### config.mk
export PLATFORM = sky130hd
export DESIGN_NAME = rr_rom_arbiter
export DESIGN_NICKNAME = d
export VERILOG_FILES = /design/src/rtl/rr_rom_arbiter.sv
export SDC_FILE = /design/constraint.sdc
export NUM_CORES = 1
export LEC_CHECK = 0
export CORE_UTILIZATION = 34
export CTS_BUF_LIST = sky130_fd_sc_hd__clkbuf_8 sky130_fd_sc_hd__clkbuf_16
export DETAILED_ROUTE_END_ITERATION = 8
export GPL_TIMING_DRIVEN = 1
export PLACE_DENSITY = 0.92
export SKIP_CTS_REPAIR_TIMING = 1
export SYNTH_ARGS = -nofsm -noshare
export SYNTH_HDL_FRONTEND = slang
export SYNTH_SLANG_ARGS = --single-unit
### constraint.sdc
create_clock -name clk -period 3.7 [get_ports clk]
set_clock_uncertainty 0.1 [all_clocks]
set_input_delay 0.74 -clock clk [delete_from_list [all_inputs] [get_ports clk]]
set_output_delay 0.74 -clock clk [all_outputs]
set_load 0.1 [all_outputs]
### src/rtl/rr_rom_arbiter.sv
// Round-robin arbiter sharing one synchronous ROM among NUM_REQ readers, with optional
// bounded lock bursts and a registered one-hot read-valid.
module rr_rom_arbiter #(
   parameter int unsigned NUM_REQ    = 3,
   parameter int unsigned ADDR_WIDTH = 16,
   parameter int unsigned DATA_WIDTH = 12,
   parameter int unsigned MAX_BURST  = 4
) (
   input  logic                          clk,
   input  logic                          rst,
   input  logic [NUM_REQ-1:0]            req,
   input  logic [NUM_REQ-1:0]            lock,
   input  logic [NUM_REQ*ADDR_WIDTH-1:0] addr,
   output logic [NUM_REQ-1:0]            gnt,
   output logic [NUM_REQ-1:0]            rvalid,
   output logic [DATA_WIDTH-1:0]         rdata,
   output logic                          rom_en,
   output logic [ADDR_WIDTH-1:0]         rom_addr,
   input  logic [DATA_WIDTH-1:0]         rom_dout
);

   localparam int unsigned PTR_W = (NUM_REQ > 1) ? $clog2(NUM_REQ) : 1;
   localparam int unsigned CNT_W = $clog2(MAX_BURST + 1);
   localparam logic [CNT_W-1:0] MAX_CNT = CNT_W'(MAX_BURST);
   localparam logic [PTR_W-1:0] LAST_IDX = PTR_W'(NUM_REQ - 1);

   typedef enum logic [1:0] {StIdle, StGrant, StLocked} state_e;

   state_e             state_q, state_d;
   logic [PTR_W-1:0]   ptr_q, ptr_d;
   logic [PTR_W-1:0]   owner_q, owner_d;
   logic [CNT_W-1:0]   cnt_q, cnt_d;
   logic [NUM_REQ-1:0] rvalid_q;

   logic [NUM_REQ-1:0] cand;
   logic [NUM_REQ-1:0] others;
   logic [PTR_W-1:0]   idx;
   logic [PTR_W-1:0]   win_idx;
   logic               hold;
   logic               found;

   always_ff @(posedge clk or posedge rst) begin
      if (rst) begin
         state_q  <= StIdle;
         ptr_q    <= '0;
         owner_q  <= '0;
         cnt_q    <= '0;
         rvalid_q <= '0;
      end else begin
         state_q  <= state_d;
         ptr_q    <= ptr_d;
         owner_q  <= owner_d;
         cnt_q    <= cnt_d;
         rvalid_q <= gnt;
      end
   end

   always_comb begin
      state_d = StIdle;
      ptr_d   = ptr_q;
      owner_d = owner_q;
      cnt_d   = '0;
      if (found) begin
         state_d = lock[win_idx] ? StLocked : StGrant;
         owner_d = win_idx;
         if (!hold) begin
            ptr_d = (win_idx == LAST_IDX) ? '0 : win_idx + 1'b1;
         end
         // Same owner as last cycle extends the run; a full run restarts at 1.
         if (state_q != StIdle && win_idx == owner_q) begin
            cnt_d = (cnt_q == MAX_CNT) ? CNT_W'(1) : cnt_q + 1'b1;
         end else begin
            cnt_d = CNT_W'(1);
         end
      end
   end

   always_comb begin
      gnt     = '0;
      cand    = req;
      others  = req;
      idx     = '0;
      win_idx = '0;
      hold    = 1'b0;
      found   = 1'b0;
      if (!rst) begin
         others[owner_q] = 1'b0;
         if (state_q == StLocked && req[owner_q] && lock[owner_q]) begin
            if (cnt_q < MAX_CNT || others == '0) begin
               hold = 1'b1;
            end else begin
               cand[owner_q] = 1'b0;
            end
         end
         if (hold) begin
            found   = 1'b1;
            win_idx = owner_q;
         end else begin
            for (int i = 0; i < NUM_REQ; i++) begin
               idx = PTR_W'((int'(ptr_q) + i) % NUM_REQ);
               if (!found && cand[idx]) begin
                  found   = 1'b1;
                  win_idx = idx;
               end
            end
         end
         if (found) begin
            gnt[win_idx] = 1'b1;
         end
      end
   end

   always_comb begin
      rom_addr = '0;
      for (int i = 0; i < NUM_REQ; i++) begin
         if (gnt[i]) begin
            rom_addr = addr[i*ADDR_WIDTH +: ADDR_WIDTH];
         end
      end
   end

   assign rom_en = |gnt;
   assign rvalid = rvalid_q;
   assign rdata  = rom_dout;

endmodule

==> run summary <==
Run status
- finished, violations left — run status
- setup timing — failing checks

Synth
- 0% — xor and xnor area share after synthesis
- 236 — Syn Nets
- 0.00138 sq mm — Cell Area, Synth
- 0 — count of synthesis-stage warnings from yosys
- sky130_fd_sc_hd__dfrtp_1 — Main synth FF type
- 8.38 sq um — Syn Area/Cell
- 3.64% — area share of fa/ha/maj cells after synthesis
- 22.3% — simple-gate share of the synthesized area
- 164 — synthesized netlist cell count
- 12 — synthesis-stage register bit count
- 48 — count of cell types in the netlist
- 24.7% — area fraction in compound gates after synthesis
- compound AO/OA/AOI/OAI gates — largest family of logic cells by synthesized area
- 100% — async set-reset flop share out of synthesis
- 15.4% — multiplexer fraction of the synthesized cell area
- 21.8% — proportion of synthesized chip area in sequential cells
- 0 — number of synthesized flops with an enable pin

Critical path
- sky130_fd_sc_hd__buf_12 — cell repeated most along the worst path
- primary input — type of element launching the critical path
- 5 — crit-path max FO
- primary output — endpoint kind of the worst setup timing path
- 2.86 ns — required time of the critical path
- 0.54 ns — Largest stage delay, worst path
- compound AO/OA/AOI/OAI gates — family with the most delay on the worst path
- 2.95 ns — data arrival time of the worst path
- sky130_fd_sc_hd__or4b_4 — slowest stage cell on the critical path
- buf_8 > or4b_4 > o311ai_4 > o211ai_2 > a21oi_2 > o22ai_4 > clkbuf_16 > buf_12 > mux2i_4 > o21ai_2 > buf_12 — cell chain of the critical path
- primary input to primary output — Worst Setup Path Type
- 4 — buffer and inverter count on the worst path

Drt
- 128 — First DRT Iteration DRCs
- 17.6 um — Avg WL per Cell
- 0 — number of DRC violations after detailed routing
- 5.38 mm — total wire length after detailed routing
- 0 — remaining number of nets flagged by the antenna check after routing
- 1,678 — number of vias after detailed routing
- 4 — drt pass-1 iters
- 5.48 — vias per std cell

Die
- 65.6 um — Die Wd
- 65.6 um — vertical die dimension
- 22 — # rows
- 0.00430 sq mm — Die Area
- 103 — number of primary I/O pins
- 36.5% — Initial Util
- 0.00377 sq mm — total core area

Power
- 764 uV — Worst VDD drop
- 1.20 nW — reported leakage power
- 1050 mW/mm^2 — power density of the placed cells
- 3.00 mW — post-layout power

Layout
- 40.7% — share of layout cells above drive strength 1
- 109% — area growth from synthesis to final layout
- 0 — number of inserted diodes
- 0.00287 sq mm — post-route cell area
- 331 — net count reported at finish

Global route
- 20.8% — overall track demand over capacity in global routing
- 23 — maximum number of pins on one net before global-route repair
- 6.92 mm — global-route wire length before repair
- 0 — number of antenna violations at the first check in global routing
- 1,590 — number of global-route vias before repair
- 0 — total congestion overflow

STA
- 0 — Final Hold Viols
- -0.0876 ns — Setup WS post-layout
- 12 — endpoints failing setup
- 0.264 GHz — maximum clock rate
- -0.381 ns — final setup TNS
- 102% — final critical-path share of the clock period
- 0 — final number of max-transition violations
- 3.79 ns — Final min period
- 35.1% — worst rel slew slack
- yes — unrepaired setup endpoints after global routing
- 0.970 ns — Tightest Pin Transition

Clock network
- 2 — maximum buffer depth of the clock tree
- 0.06 ns — clock-pin slew on the worst setup and hold paths
- sky130_fd_sc_hd__clkbuf_8 — clock root cell
- 1 — CTS H-Tree Depth
- 3 — Num CTS Buffers
- 12 — number of clock sinks seen by CTS
- built — TritonCTS clock tree
- 0.25 ns — source-to-sink clock delay at the later pin of the worst-skew pair

Run
- 0 — Max Cap Violations

Placement
- 0.808 — Final GP Congestion
- 78 — Port Buffer Count
- 0.00254 sq mm — post-placement cell area
- 3.49 mm — detailed placement HPWL

Hold path
- flip-flop to flip-flop — worst min-delay path category

[through the flow]
step,cells,worst slack (ns),utilization [%],hold WS (ns)
after floorplan,164,-0.286,-,0.419
after global placement,288,-0.236,67.5,0.430
after detailed placement,288,-0.297,67.5,0.455
after CTS,292,-0.310,68.9,0.464
after global routing,306,-0.156,76.1,0.544
final,306,-0.0876,76.1,0.500
[power by group]
| part | switching [mW] | internal, mW |
|---|---|---|
| clock network | 0.0551 | 0.0944 |
| logic | 1.55 | 1.07 |
| registers | 0.0526 | 0.180 |
| total | 1.65 | 1.35 |
[cells in the mapped netlist (3+ instances only)]
cell / number / area (sq um)
sky130_fd_sc_hd__nand3b_1: 3 / 22.5
sky130_fd_sc_hd__dfrtp_1: 12 / 300
sky130_fd_sc_hd__o21ai_0: 8 / 40.0
sky130_fd_sc_hd__buf_4: 15 / 113
sky130_fd_sc_hd__o21ai_1: 11 / 55.1
sky130_fd_sc_hd__nor3_1: 3 / 15.0
sky130_fd_sc_hd__o31a_1: 3 / 26.3
sky130_fd_sc_hd__ha_1: 4 / 50.1
sky130_fd_sc_hd__inv_1: 9 / 33.8
sky130_fd_sc_hd__nor2_1: 6 / 22.5
sky130_fd_sc_hd__mux2i_1: 20 / 200
sky130_fd_sc_hd__nand2_1: 21 / 78.8
[worst paths after layout]
| check | cells past startpoint | start | to | slack [ns] |
|---|---|---|---|---|
| setup / recovery | 11 | req[2] | rom_addr[12] | -0.09 |
| min in group asynchronous | 4 | rst | ptr_q[1] | 0.92 |
| max in group asynchronous | 4 | rst | cnt_q[0] | 2.42 |
| hold reg to reg | 2 | ptr_q[0] | ptr_q[0] | 0.50 |
| setup reg to reg | 10 | owner_q[0] | state_q[1] | 0.76 |
| hold / removal | 2 | ptr_q[0] | ptr_q[0] | 0.50 |
[per-layer routing]
metal  vias to the layer above  track usage (%)  share of wire, %
li1                        783                -                 -
met1                       808             22.0                35
met2                        76             40.2                57
met3                        11             2.26               5.3
met4                         0             9.51               3.0
met5                         -                0                 0
[registers in the layout, indices dropped and copies added (netlist names)]
| register | count |
|---|---|
| state_q | 2 |
| rvalid | 3 |
| ptr_q | 2 |
| owner_q | 2 |
| cnt_q | 3 |
[worst min-delay path, stage by stage (launching register included)]
cell and delay (ns):
sky130_fd_sc_hd__dfrtp_1 0.35, sky130_fd_sc_hd__inv_1 0.07, sky130_fd_sc_hd__mux2i_1 0.13
[logic make-up (layout without fill, tap and decap cells)]
kind of cell	after synthesis	count (layout)
and+or+nand+nor	52	52
AOI/OAI and AO/OA	46	46
buffers and inverters	29	123
muxes	21	21
DFF	12	12
adders and majority gates	4	4
[layout make-up]
class | count | area (sq um)
Multi-Input combinational cell | 123 | 1110
Tap cell | 48 | 60.1
Inverter | 9 | 33.8
Clock buffer | 4 | 55.1
Timing Repair Buffer | 110 | 1310
Fill cell | 213 | 901
Sequential cell | 12 | 300
[cell usage in the layout (no fill, tap or decap), types with 3 or more instances in the layout]
master / instances
sky130_fd_sc_hd__mux2i_1: 13
sky130_fd_sc_hd__clkdlybuf4s50_1: 52
sky130_fd_sc_hd__clkbuf_8: 4
sky130_fd_sc_hd__nand3b_1: 3
sky130_fd_sc_hd__buf_4: 23
sky130_fd_sc_hd__mux2i_2: 5
sky130_fd_sc_hd__ha_1: 4
sky130_fd_sc_hd__o31a_1: 3
sky130_fd_sc_hd__nand2_1: 21
sky130_fd_sc_hd__dfrtp_1: 12
sky130_fd_sc_hd__buf_12: 24
sky130_fd_sc_hd__dlymetal6s2s_1: 3
sky130_fd_sc_hd__inv_1: 8
sky130_fd_sc_hd__o21ai_2: 17
sky130_fd_sc_hd__nor3_1: 3
sky130_fd_sc_hd__nor2_1: 6
Note: power is estimated with default switching activity, not from simulation.
